## src/rtl/vm_pkg.sv

```systemverilog
// Shared types and defaults for the vending dispense controller.
// The tie-break constants say which requester wins the next simultaneous request.
package vm_pkg;

    localparam int VM_NUM_SLOTS = 8;
    localparam int VM_SEL_W     = 3;
    localparam int VM_CNT_W     = 4;

    localparam logic PRIO_VEND = 1'b0;
    localparam logic PRIO_SVC  = 1'b1;

    typedef enum logic [2:0] {
        IDLE,
        VEND_RUN,
        VEND_DONE,
        VEND_FAIL,
        SVC_UPD
    } vmState_t;

endpackage

```

## src/rtl/vm_inventory_bank.sv

```systemverilog
// Per-slot stock counters with one decrement port and one saturating add port.
// Also provides a combinational count read mux, the occupancy bitmap and the all-empty flag.
module vm_inventory_bank #(
    parameter int NUM_SLOTS = 8,
    parameter int SEL_W     = 3,
    parameter int CNT_W     = 4,
    parameter int INIT_CNT  = 4
) (
    input  logic                 clk,
    input  logic                 reset,
    input  logic                 dec_en,
    input  logic [SEL_W-1:0]     dec_sel,
    input  logic                 add_en,
    input  logic [SEL_W-1:0]     add_sel,
    input  logic [CNT_W-1:0]     add_qty,
    input  logic [SEL_W-1:0]     rd_sel,
    output logic [CNT_W-1:0]     rd_cnt,
    output logic [NUM_SLOTS-1:0] inventory,
    output logic                 inventory_empty
);

    logic [CNT_W-1:0] r_count  [NUM_SLOTS];
    logic [CNT_W-1:0] w_addVal [NUM_SLOTS];

    // The sum is formed one bit wider so a carry out clamps the slot to full scale.
    always_comb begin
        logic [CNT_W:0] w_sum;
        for (int i = 0; i < NUM_SLOTS; i++) begin
            w_sum       = {1'b0, r_count[i]} + {1'b0, add_qty};
            w_addVal[i] = w_sum[CNT_W] ? {CNT_W{1'b1}} : w_sum[CNT_W-1:0];
        end
    end

    always_ff @(posedge clk or posedge reset) begin
        if (reset) begin
            for (int i = 0; i < NUM_SLOTS; i++) begin
                r_count[i] <= CNT_W'(INIT_CNT);
            end
        end else begin
            for (int i = 0; i < NUM_SLOTS; i++) begin
                if (dec_en && (dec_sel == SEL_W'(i))) begin
                    r_count[i] <= r_count[i] - 1'b1;
                end else if (add_en && (add_sel == SEL_W'(i))) begin
                    r_count[i] <= w_addVal[i];
                end
            end
        end
    end

    always_comb begin
        rd_cnt = '0;
        for (int i = 0; i < NUM_SLOTS; i++) begin
            if (rd_sel == SEL_W'(i)) begin
                rd_cnt = r_count[i];
            end
            inventory[i] = (r_count[i] != '0);
        end
        inventory_empty = ~|inventory;
    end

endmodule

```

## src/rtl/vm_dispense_ctrl.sv

```systemverilog
// Dispense sequencer: arbitrates customer vends against service restocks,
// runs the motor with a drop timeout and owns the inventory bank.
module vm_dispense_ctrl
    import vm_pkg::*;
#(
    parameter int NUM_SLOTS = VM_NUM_SLOTS,
    parameter int SEL_W     = VM_SEL_W,
    parameter int CNT_W     = VM_CNT_W,
    parameter int INIT_CNT  = 4,
    parameter int TIMEOUT   = 16
) (
    input  logic                 clk,
    input  logic                 reset,
    input  logic                 vend_req,
    input  logic [SEL_W-1:0]     vend_sel,
    output logic                 vend_ack,
    output logic                 vend_done,
    output logic                 vend_fail,
    input  logic                 svc_req,
    input  logic [SEL_W-1:0]     svc_sel,
    input  logic [CNT_W-1:0]     svc_qty,
    output logic                 svc_ack,
    output logic                 motor_en,
    output logic [SEL_W-1:0]     motor_sel,
    input  logic                 drop_sense,
    output logic [NUM_SLOTS-1:0] inventory,
    output logic                 inventory_empty
);

    localparam int TMR_W  = $clog2(TIMEOUT + 1);
    localparam int SEL1_W = SEL_W + 1;

    vmState_t         r_state;
    vmState_t         w_stateNext;
    logic             r_prio;
    logic             r_vendAck;
    logic [SEL_W-1:0] r_motorSel;
    logic [SEL_W-1:0] r_svcSel;
    logic [CNT_W-1:0] r_svcQty;
    logic [TMR_W-1:0] r_timer;
    logic             w_grantVend;
    logic             w_grantSvc;
    logic             w_vendOk;
    logic             w_dec;
    logic             w_add;
    logic [CNT_W-1:0] w_rdCnt;

    vm_inventory_bank #(
        .NUM_SLOTS(NUM_SLOTS),
        .SEL_W    (SEL_W),
        .CNT_W    (CNT_W),
        .INIT_CNT (INIT_CNT)
    ) u_bank (
        .clk            (clk),
        .reset          (reset),
        .dec_en         (w_dec),
        .dec_sel        (r_motorSel),
        .add_en         (w_add),
        .add_sel        (r_svcSel),
        .add_qty        (r_svcQty),
        .rd_sel         (vend_sel),
        .rd_cnt         (w_rdCnt),
        .inventory      (inventory),
        .inventory_empty(inventory_empty)
    );

    assign w_vendOk = ({1'b0, vend_sel} < SEL1_W'(NUM_SLOTS)) && (w_rdCnt != '0);

    // A rejected vend sits in VEND_FAIL for its ack cycle first, so fail is held off while ack is up.
    always_comb begin
        w_stateNext = r_state;
        w_grantVend = 1'b0;
        w_grantSvc  = 1'b0;
        w_dec       = 1'b0;
        w_add       = 1'b0;
        case (r_state)
            IDLE: begin
                if (vend_req && (!svc_req || (r_prio == PRIO_VEND))) begin
                    w_grantVend = 1'b1;
                    w_stateNext = w_vendOk ? VEND_RUN : VEND_FAIL;
                end else if (svc_req) begin
                    w_grantSvc  = 1'b1;
                    w_stateNext = SVC_UPD;
                end
            end
            VEND_RUN: begin
                if (drop_sense) begin
                    w_dec       = 1'b1;
                    w_stateNext = VEND_DONE;
                end else if (r_timer == TMR_W'(TIMEOUT - 1)) begin
                    w_stateNext = VEND_FAIL;
                end
            end
            VEND_DONE: w_stateNext = IDLE;
            VEND_FAIL: begin
                if (!r_vendAck) begin
                    w_stateNext = IDLE;
                end
            end
            SVC_UPD: begin
                w_add       = 1'b1;
                w_stateNext = IDLE;
            end
            default: w_stateNext = IDLE;
        endcase
    end

    always_ff @(posedge clk or posedge reset) begin
        if (reset) begin
            r_state    <= IDLE;
            r_prio     <= PRIO_VEND;
            r_vendAck  <= 1'b0;
            r_motorSel <= '0;
            r_svcSel   <= '0;
            r_svcQty   <= '0;
            r_timer    <= '0;
        end else begin
            r_state   <= w_stateNext;
            r_vendAck <= w_grantVend;
            if (w_grantVend) begin
                r_prio     <= PRIO_SVC;
                r_motorSel <= vend_sel;
                r_timer    <= '0;
            end else if (r_state == VEND_RUN) begin
                r_timer <= r_timer + 1'b1;
            end
            if (w_grantSvc) begin
                r_prio   <= PRIO_VEND;
                r_svcSel <= svc_sel;
                r_svcQty <= svc_qty;
            end
        end
    end

    assign vend_ack  = r_vendAck;
    assign vend_done = (r_state == VEND_DONE);
    assign vend_fail = (r_state == VEND_FAIL) && !r_vendAck;
    assign svc_ack   = (r_state == SVC_UPD);
    assign motor_en  = (r_state == VEND_RUN);
    assign motor_sel = r_motorSel;

endmodule

```

## config.mk

```make
export PLATFORM = sky130hd
export DESIGN_NAME = vm_dispense_ctrl
export DESIGN_NICKNAME = d
export VERILOG_FILES = /design/src/rtl/vm_pkg.sv /design/src/rtl/vm_inventory_bank.sv /design/src/rtl/vm_dispense_ctrl.sv
export SDC_FILE = /design/constraint.sdc
export NUM_CORES = 1
export LEC_CHECK = 0
export CAP_MARGIN = 20
export CORE_ASPECT_RATIO = 0.7
export CORE_MARGIN = 2
export CORE_UTILIZATION = 40
export CTS_BUF_LIST = sky130_fd_sc_hd__clkbuf_8
export CTS_CLUSTER_SIZE = 14
export DETAILED_ROUTE_END_ITERATION = 10
export HOLD_SLACK_MARGIN = 0.06
export PLACE_DENSITY = 0.54
export SLEW_MARGIN = 20
export SYNTH_ARGS = -nofsm -noshare
export SYNTH_HDL_FRONTEND = slang
export SYNTH_SLANG_ARGS = --single-unit
```

## constraint.sdc

```tcl
create_clock -name clk -period 3.2 [get_ports clk]
set_input_delay 0.32 -clock clk [delete_from_list [all_inputs] [get_ports clk]]
set_output_delay 0.32 -clock clk [all_outputs]
set_load 0.03 [all_outputs]
```

Yosys cells after proc, flatten, opt, wreduce, memory -nomap -nowiden
Cells that the tools add are included.

storage, ports and cells
  flip-flop bits (word level) = 52
  input bits = 15
  output and inout bits = 17
  logic and storage cells = 160

operators by class
  add/sub/neg operators = 17
  eq/ne operators = 29
  multiplexer cells = 51
  bitwise gates (word level) = 1
  reductions and logical operators = 47

operators by type and width
  operator               number
  $mux W4                32
  $add A4 B4 Y5          8
  $eq A3 B3 Y1 const B   13
  $reduce_bool A4 Y1     9
  $sub A4 B1 Y4 const B  8
  $eq A3 B2 Y1 const B   8
  $reduce_bool A2 Y1     10
  $logic_and A1 B1 Y1    18
  $mux W3                5
  $eq A3 B1 Y1 const B   4
  $logic_not A3 Y1       4
  $mux W1                10
  $mux W5                2
  $pmux W3 S3            1
  $reduce_or A8 Y1       1
  $add A5 B1 Y5 const B  1
  $eq A5 B4 Y1 const B   1
  $logic_not A1 Y1       3
  $ne A3 B1 Y1 const B   1
  $ne A3 B3 Y1 const B   1
  $reduce_and A3 Y1      1
  $mux W2                1
  $ne A2 B2 Y1 const B   1
  $logic_or A1 B1 Y1     1
  $not A1 Y1             1

Longest topological paths before layout
  word-level depth = 13
  gate-level depth with buffers = 8
  mapped depth without buffers = 8

Cells and area by module
Synthesis repeated with hierarchy kept, for this count alone.

unflattened totals
  cells, all modules = 460
  area, all modules = 4599.4 um2

by module, submodules not included
  module             times used  cells an instance  area each (um2)  sequential area each (um2)
  vm_inventory_bank  1           387                3683.5           810.8
  vm_dispense_ctrl   1           73                 915.9            500.5

Worst setup path before layout
No wires, ideal clock.

  path type = reg-to-output
  from = register u_bank.r_count[1] (netlist bit)
  to = output inventory_empty
  arrival = 2239 ps
  required time = 2880 ps
  slack = 641 ps
  cell stages (with the launch flop) = 5
  path buffers = 0
  path through = dfrtp_1 inv_1 ha_1 or3b_2 nor4bb_1

between the ends
  word-level cells in the longest chain between the ends = 3

RTL lines
  element                            line                     RTL
  from (decl)                        vm_inventory_bank.sv:22  logic [CNT_W-1:0] r_count [NUM_SLOTS];
  from (signal, indexed assignment)  vm_inventory_bank.sv:37  r_count[i] <= CNT_W'(INIT_CNT);
  from (signal, indexed assignment)  vm_inventory_bank.sv:42  r_count[i] <= r_count[i] - 1'b1;
  from (signal, indexed assignment)  vm_inventory_bank.sv:44  r_count[i] <= w_addVal[i];
  $reduce_bool A4 Y1                 vm_inventory_bank.sv:56  inventory[i] = (r_count[i] != '0);
  named net inventory[7]             vm_dispense_ctrl.sv:26   output logic [NUM_SLOTS-1:0] inventory,
  $reduce_or A8 Y1                   vm_inventory_bank.sv:58  inventory_empty = ~|inventory;
  $logic_not A1 Y1                   vm_inventory_bank.sv:58
  to (decl)                          vm_dispense_ctrl.sv:27   output logic inventory_empty

The timed path passes the listed nets, and every way through them passes these cells.

Worst setup path in the final report
  from = register u_bank.r_count[13] (netlist bit)
  to = output inventory_empty

between the ends
  word-level cells in the longest chain between the ends = 3

RTL lines
  element             line
  $reduce_bool A4 Y1  vm_inventory_bank.sv:56
  $reduce_or A8 Y1    vm_inventory_bank.sv:58
  $logic_not A1 Y1    vm_inventory_bank.sv:58

Every way passes these cells.

==> flow_metrics.tcl <==
set metrics [dict create \
    clkPwrFrac_pct 9.0 \
    power.internal_mw 2.39 \
    grt-ovfl-total 0 \
    rows 31 \
    die_x_um 126 \
    cts_hold_buf 0 \
    grt_setup_unrepaired "false" \
    grt_max_degree 32 \
    fillers 1035 \
    ys_types 56 \
    final_nets 580 \
    final_common_cell "nand2_1" \
    endpoint "inventory_empty" \
    holdWs_ns 0.412 \
    yosys.area.top_type "dfrtp_1" \
    ys.flop_type "dfrtp_1" \
    hpwl_um 8350 \
    fin_crit_ns 2.94 \
    port_buffers 31 \
    p_leak_nw 2.03 \
    post_layout_nonfiller_instances 641 \
    hold_violations 0 \
    pwr-share-comb_pct 58.1 \
    timing.rr.end "u_bank.r_count[29]" \
    cts.sinks 52 \
    place_ws_ns 0.613 \
    num_vias 3478 \
    swShare_pct 48.2 \
    syn_area_um2 4140 \
    place.gp.congestion 0.869 \
    crit_start "u_bank.r_count[13]" \
    drcViolationCount 0 \
    critPathMaxFanout 5 \
    cts_root_buf "clkbuf_8" \
    core_um2 10200 \
    synth-edff-count 0 \
    postSynthCellCount 469 \
    power_density_nw_per_um2 972 \
    netlist_top_cells_area "dfrtp_1 27%, ha_1 15%, dfstp_2 5.1%, nand2_1 4.8%, o21ai_0 4.1%" \
    synth_top_cell_area_share_pct 26.6 \
    max-vdd-ir-drop_uv 366 \
    totalNegativeSetupSlack_ns 0 \
    ctsLongestPathBuffers 2 \
    power.switching_mw 2.22 \
    p_seq_share_pct 32.8 \
    grt_pass1_wl_um 17900 \
    fin_skew_ns 0.00739 \
    antenna_found_initial 0 \
    slew_headroom_pct 53.5 \
    cts_setup_buffers 0 \
    syn_to_final_growth_pct 14.5 \
    grt_pass1_vias 3433 \
    fmax_ghz 0.340 \
    clk_transition_reported_paths_ns 0.11 \
    met2_usage_pct 31.5 \
    cp-start-kind "flop" \
    firstDrtPassIters 4 \
    die-area_um2 11200 \
    diodes 0 \
    worst_setup_path_end_kind "primary output" \
    vias_per_cell 5.43 \
    seq_area_frac_synth_pct 31.6 \
    ys_ff_latch 52 \
    gr-usage-all-layers_pct 20.7 \
    use_met3_pct 4.37 \
    syn-num-nets 541 \
    ys_warn_count 0 \
    r2r-start "r_svcQty[0]" \
    synth_adder_area_share_pct 18.7 \
    drtIter0Drc 174 \
    synth_top_family_by_area "simple AND/OR/NAND/NOR gates" \
    muxShareOfSynthArea_pct 2.08 \
    grt_use_met1_pct 29.6 \
    drive_above_1_share_pct 7.47 \
    start_util_pct 40.6 \
    worst-setup-path-type "flop to primary output" \
    final_cell_mix "53 x nand2_1, 49 x ha_1, 44 x dfrtp_1, 37 x inv_1, 34 x o21ai_0" \
    r2r_slack_ns 0.90 \
    num_io_pins 32 \
    setup_viol 0 \
    postSynthAreaPerCell_um2 8.84 \
    cts_tree "yes" \
    post-place-cells 633 \
    cts_resized 0 \
    period_share_pct 92.0 \
    synthXorXnorAreaFrac_pct 4.02 \
    reg2regPathDepth 8 \
    worstMarginPinSlew_ns 0.697 \
    arrival_ns 2.62 \
    yosys.area_share.simple_pct 22.4 \
    async_flop_share_pct 100 \
    slew_violations 0 \
    maxCapViolations 0 \
    clk_latency_ns 0.33 \
    wirelength_um 10900 \
    cts_max_level 2 \
    status "finished clean" \
    required_ns 2.88 \
    synth_compound_area_share_pct 16.7 \
    ant_nets 0 \
    cts_buffers 5 \
    route.detailed.wl_per_inst_um 17.0 \
    fin_ws_ns 0.257 \
    grt.busiest_layer "met2" \
    die_h_um 89.2 \
    hp-class "input port to asynchronous set/reset pin" \
]
logic make-up after synthesis:
| kind of cell | after synthesis |
|---|---|
| simple gates | 179 |
| compound gates | 106 |
| fa+ha+maj | 57 |
| flops | 52 |
| buf+inv | 48 |
| xor+xnor | 19 |
| mux | 8 |
worst max-delay path, stage by stage (launching register included):
cell and delay (ns):
dfrtp_1 0.43, inv_1 0.14, ha_1 0.16, nand2_1 0.08, nor4_1 0.50, nor4bb_1 0.27, clkdlybuf4s50_1 0.72
per-stage QoR:
stage / cell area, um^2 / total power [mW] / util (%)
global route: 4750 / 5.11 / 46.5
detailed placement: 4650 / 4.20 / 45.6
CTS: 4750 / 4.63 / 46.5
floorplan: 4140 / 3.39 / -
finish: 4750 / 4.62 / 46.5
global placement: 4650 / 4.12 / 45.6
per-layer routing:
metal  up-vias  part of all wire, %
met3        14                  4.4
li1       1770                    -
met5         -                    0
met2        75                   42
met1      1619                   52
met4         0                  1.9
worst min path at each step:
stage / end / slack (ns) / cells after the start
6_report: u_bank.r_count[4] / 0.41 / 2
5_1_grt: r_state[1] / 0.48 / 2
4_1_cts: u_bank.r_count[4] / 0.45 / 2
3_5_place_dp: r_prio / 0.49 / 1
3_3_place_gp: r_prio / 0.48 / 1
2_1_floorplan: r_svcQty[0] / 0.43 / 2
area by class of cell:
class | count | area, um^2 | share of cell area (%)
clock inverters | 3 | 22.5 | 0.475
multi-input cells | 369 | 2650 | 55.8
clock buffers | 5 | 68.8 | 1.45
repair buffers | 41 | 385 | 8.12
inverters | 39 | 146 | 3.08
well taps | 132 | 165 | 3.48
flip-flops and latches | 52 | 1310 | 27.6
power groups by stage:
stage                     Clock [mW]  Sequential [mW]  Combinational (mW)
after global placement             0             1.51                2.61
after detailed placement           0             1.52                2.68
final                          0.417             1.51                2.68
after CTS                      0.429             1.50                2.70
after floorplan                    0             1.36                2.03
after global routing           0.455             1.58                3.07
registers in the layout, indices dropped and copies added (netlist names):
signal	cells
vend_ack	1
r_state	3
r_svcSel	3
u_bank.r_count	32
motor_sel	3
r_prio	1
r_timer	5
r_svcQty	4
synth_stat cells (9+ instances only):
| library cell | instances |
|---|---|
| inv_1 | 38 |
| nor3_1 | 18 |
| a21oi_1 | 20 |
| ha_1 | 49 |
| dfrtp_1 | 44 |
| o211ai_1 | 9 |
| nor2b_1 | 14 |
| nor2_1 | 31 |
| nand2_1 | 53 |
| xnor2_1 | 13 |
| o21ai_0 | 34 |
| nand2b_1 | 13 |
| nand3_1 | 11 |
Note: power is estimated with default switching activity, not from simulation.
